==> src/rtl/pc_next_unit.sv <==
// Program-counter sequencing for the single-cycle CPU. Holds the PC, which updates on the
// falling clock edge, and selects either pc+4 or a PC-relative branch target as the next PC.

module and_gate (
  input  logic a,
  input  logic b,
  output logic y
);
  assign y = a & b;
endmodule

// Builds the upper half from the gated sign bit, so ext=0 always yields zero-extension.
module imm_extender (
  input  logic        sign,
  input  logic [15:0] imm16,
  output logic [31:0] imm_ext
);
  assign imm_ext = {{16{sign}}, imm16};
endmodule

// The select input is a full word; any nonzero value picks input b.
module mux_32 (
  input  logic [31:0] a,
  input  logic [31:0] b,
  input  logic [31:0] sel,
  output logic [31:0] y
);
  assign y = (sel != 32'd0) ? b : a;
endmodule

module pc_next_unit #(
  parameter logic [31:0] RESET_PC = 32'h00400020
) (
  input  logic        clk,
  input  logic        rst,
  input  logic        nPC_sel,
  input  logic        ext,
  input  logic [15:0] imm16,
  output logic [31:0] pc,
  output logic [31:0] pc_plus4,
  output logic [31:0] imm_ext,
  output logic [31:0] branch_target,
  output logic [31:0] pc_next
);

  logic        sign;
  logic [31:0] mux_sel;

  and_gate u_sign_gate (
    .a (ext),
    .b (imm16[15]),
    .y (sign)
  );

  imm_extender u_extender (
    .sign    (sign),
    .imm16   (imm16),
    .imm_ext (imm_ext)
  );

  // Carry-out is dropped on both adders; the PC wraps silently modulo 2^32.
  assign pc_plus4      = pc + 32'd4;
  assign branch_target = pc_plus4 + {imm_ext[29:0], 2'b00};
  assign mux_sel       = {31'b0, nPC_sel};

  mux_32 u_mux (
    .a   (pc_plus4),
    .b   (branch_target),
    .sel (mux_sel),
    .y   (pc_next)
  );

  always_ff @(negedge clk or posedge rst) begin
    if (rst) pc <= RESET_PC;
    else     pc <= pc_next;
  end

endmodule

==> config.mk <==
export PLATFORM = sky130hd
export DESIGN_NAME = pc_next_unit
export DESIGN_NICKNAME = d
export VERILOG_FILES = /design/src/rtl/pc_next_unit.sv
export SDC_FILE = /design/constraint.sdc
export NUM_CORES = 1
export LEC_CHECK = 0
export BUFFER_PORTS_ARGS = -buffer_cell sky130_fd_sc_hd__buf_2
export CAP_MARGIN = 15
export CORE_ASPECT_RATIO = 0.7
export CORE_MARGIN = 1.5
export CORE_UTILIZATION = 51
export DETAILED_ROUTE_END_ITERATION = 10
export GPL_TIMING_DRIVEN = 0
export PLACE_DENSITY_LB_ADDON = 0.3
export SYNTH_ARGS = -nofsm -noshare
export SYNTH_HDL_FRONTEND = slang
export SYNTH_SLANG_ARGS = --single-unit
==> constraint.sdc <==
create_clock -name clk -period 9.3 [get_ports clk]
set_input_delay 0.465 -clock clk [delete_from_list [all_inputs] [get_ports clk]]
set_output_delay 0.465 -clock clk [all_outputs]
set_load 0.005 [all_outputs]
==> impl_metrics.json <==
{
  "ctsHoldBuffers": 0,
  "ant_nets": 0,
  "crit_fanout": 5,
  "top_register": "pc",
  "cts_tree": "done",
  "yosys_warnings": 0,
  "final_util": 0.7582,
  "largest_reg_flops": 30,
  "synthFlopType": "dfrtn_1",
  "syn_inst": 437,
  "synth_edf_count": 0,
  "dieArea_um2": 7821,
  "clock_sinks": 30,
  "vias": 4093,
  "fin_skew_ns": 0.05977,
  "setup_violations": 0,
  "numCtsBuffers": 5,
  "wl_per_cell_um": 16.67,
  "grt_max_degree": 34,
  "crit_chain": "nand4_4 -> nor3_4 -> buf_4 -> nand4_1 -> or2_4 -> nor2_4 -> xor2_2 -> ha_4 -> a21o_1 -> o21bai_4 -> o211ai_1 -> a21oi_1 -> a2bb2oi_1 -> xor2_1 -> buf_4 -> mux2_4 -> buf_2",
  "avgSynthCellArea_um2": 8.509,
  "path_clk_slew_ns": 0.05,
  "cts_root_buf": "clkbuf_8",
  "firstDrtPassIters": 4,
  "worst_slew_pin_slew_ns": 1.134,
  "synth_most_common_cell": "buf_4",
  "route.detailed.drc": 0,
  "rsz0062_at_grt": "yes",
  "diodes": 0,
  "clock_path_buffers": 2,
  "yosysUniqueCellTypes": 59,
  "startpoint_type": "flip-flop",
  "grt_use_total": 0.2948,
  "rows": 25,
  "layout-drive-gt1-share": 0.4931,
  "critPathMaxStageDelay_ns": 0.57,
  "finalNetCount": 706,
  "grt_pass1_vias": 3598,
  "maxCapViolCount": 0,
  "start_util": 0.5379,
  "p_leak_nw": 2.656,
  "overflow": 0,
  "max_slew_margin": 0.2430,
  "port_buffers": 171,
  "globalplace.congestion": 0.9738,
  "crit_slowest_cell": "dfrtn_1",
  "status": "finished, final reports clean",
  "netlist_area_um2": 3719,
  "nFillCells": 543,
  "via_per_inst": 5.509,
  "path_buf_inv": 3,
  "min_path_type": "flip-flop to flip-flop",
  "crit_arrival_ns": 8.79,
  "syn2layout_area_growth_pct": 40.95,
  "die_h_um": 74.44,
  "synth_commonest_cells": "buf_4 (42), nand2_1 (40), xnor2_1 (38)",
  "power.density_nw_per_um2": 398.2,
  "slew_viol_final": 0,
  "critPathTopFamily": "simple AND/OR/NAND/NOR gates",
  "reg_top3": "pc (30)",
  "crit_top_cell": "buf_4",
  "fp.dieW_um": 105.1,
  "synth_area_leader_cell": "dfrtn_1",
  "wl_um": 12390,
  "synth-seq-cells": 30,
  "required_ns": 8.84,
  "dp_hpwl_um": 9559,
  "critPathKind": "flip-flop to output pin",
  "clk-insertion-delay-late_ns": 0.35,
  "crit_path_end_kind": "output pin",
  "cts_max_level": 2,
  "core-area_um2": 6913,
  "synth.area.top_cells": "dfrtn_1 (19%), ha_1 (12%), xnor2_1 (9.0%), buf_4 (8.5%), mux2_2 (8.2%)",
  "rrSetupSlack_ns": 5.44,
  "worst_slack_ns": 0.04980,
  "dp_slack_ns": 0.2046,
  "synthArstFlopShare": 1.000,
  "whs_ns": 0.5744,
  "yosysSeqAreaShare": 0.2026,
  "drt-initial-drc-count": 263,
  "ir_drop_v": 0.0002417,
  "antenna_found_initial": 0,
  "hold_violations": 0,
  "ioPinCount": 180,
  "synth_top_area_share": 0.1884,
  "grt_first_pass_wirelength_um": 17830
}
## where the power goes
part	switching [W]	internal [W]
sequential	0.0000872	0.000210
clock	0.0000643	0.0000664
combinational	0.000883	0.000775
total	0.00103	0.00105
## final timing paths
path,startpoint,endpoint,cells past startpoint
max reg2reg,pc[11],pc[28],16
max in group asynchronous,rst,pc[5],3
min in group asynchronous,rst,pc[25],2
min reg2reg,pc[2],pc[2],1
min,pc[2],pc[2],1
max,pc[11],pc_next[28],17
## stage by stage
step | setup TNS (ns) | cell area, µm² | std cells | power (W)
floorplan | 0 | 3745 | 444 | 0.001189
global placement | 0 | 4718 | 709 | 0.001770
detailed placement | 0 | 4746 | 710 | 0.001796
CTS | -0.005270 | 4900 | 722 | 0.001950
global route | -0.2519 | 5241 | 743 | 0.002241
finish | 0 | 5241 | 743 | 0.002087
## repair_timing
item	4_1_cts	5_1_grt
buffers inserted	3	21
resized for setup	6	35
cloned	0	1
pin swaps	2	15
endpoints found under the setup margin	6	18
## cells in the final DEF (no fill, tap or decap), types with 8 or more instances in the layout
| cell type | Yosys | routed |
|---|---|---|
| buf_4 | 42 | 65 |
| o21ai_0 | 16 | 16 |
| nand2_1 | 40 | 38 |
| buf_2 | 1 | 172 |
| nand3_1 | 17 | 14 |
| xor2_1 | 21 | 19 |
| dfrtn_1 | 28 | 28 |
| mux2_2 | 27 | 27 |
| nor2_1 | 24 | 21 |
| nand4_1 | 11 | 11 |
| conb_1 | 1 | 8 |
| a21oi_1 | 34 | 30 |
| xnor2_1 | 38 | 35 |
| inv_1 | 13 | 14 |
| ha_1 | 37 | 35 |
## cell type report
type | count | area (µm²) | area share
sequential | 30 | 753.2 | 0.1437
inverter | 12 | 45.04 | 0.008594
tap | 94 | 117.6 | 0.02244
buffer | 50 | 357.8 | 0.06827
clock inverter | 5 | 37.54 | 0.007162
clock buffer | 5 | 68.82 | 0.01313
timing repair buffer | 197 | 1071 | 0.2043
multi-input combinational | 350 | 2790 | 0.5323
## kinds of logic (layout without fill, tap and decap cells)
kind of cell               count (synthesis)  in the layout  share of synthesized area
and+or+nand+nor                          125            125                     0.1679
AOI/OAI and AO/OA                         90             90                     0.1575
buffers and inverters                     64            269                     0.1094
xor gates and xnor gates                  60             60                     0.1433
adders and majority gates                 38             38                     0.1299
DFF                                       30             30                     0.2026
muxes                                     29             29                    0.08849
other                                      1              8                   0.001008
## worst register-to-register path, cell delays in order (launching register included)
cell       delay (ns)
dfrtn_1          0.57
nand4_4          0.19
nor3_4           0.29
buf_4            0.16
nand4_1          0.13
or2_4            0.32
nor2_4           0.14
xor2_2           0.25
ha_4             0.26
a21o_1           0.20
o21bai_4         0.19
o211ai_1         0.19
a21oi_1          0.09
a2bb2oi_1        0.15
xor2_1           0.14
buf_4            0.17
mux2_4           0.27
## layer usage
metal  up-vias  global-route usage  wire [µm]
met2       213              0.4641       5610
met5         -                   0          0
met1      1933              0.4148       5550
li1       1919                   -          -
met4         0             0.09741        240
met3        28             0.05083        987
No activity file was read; power rests on OpenSTA's default activity.
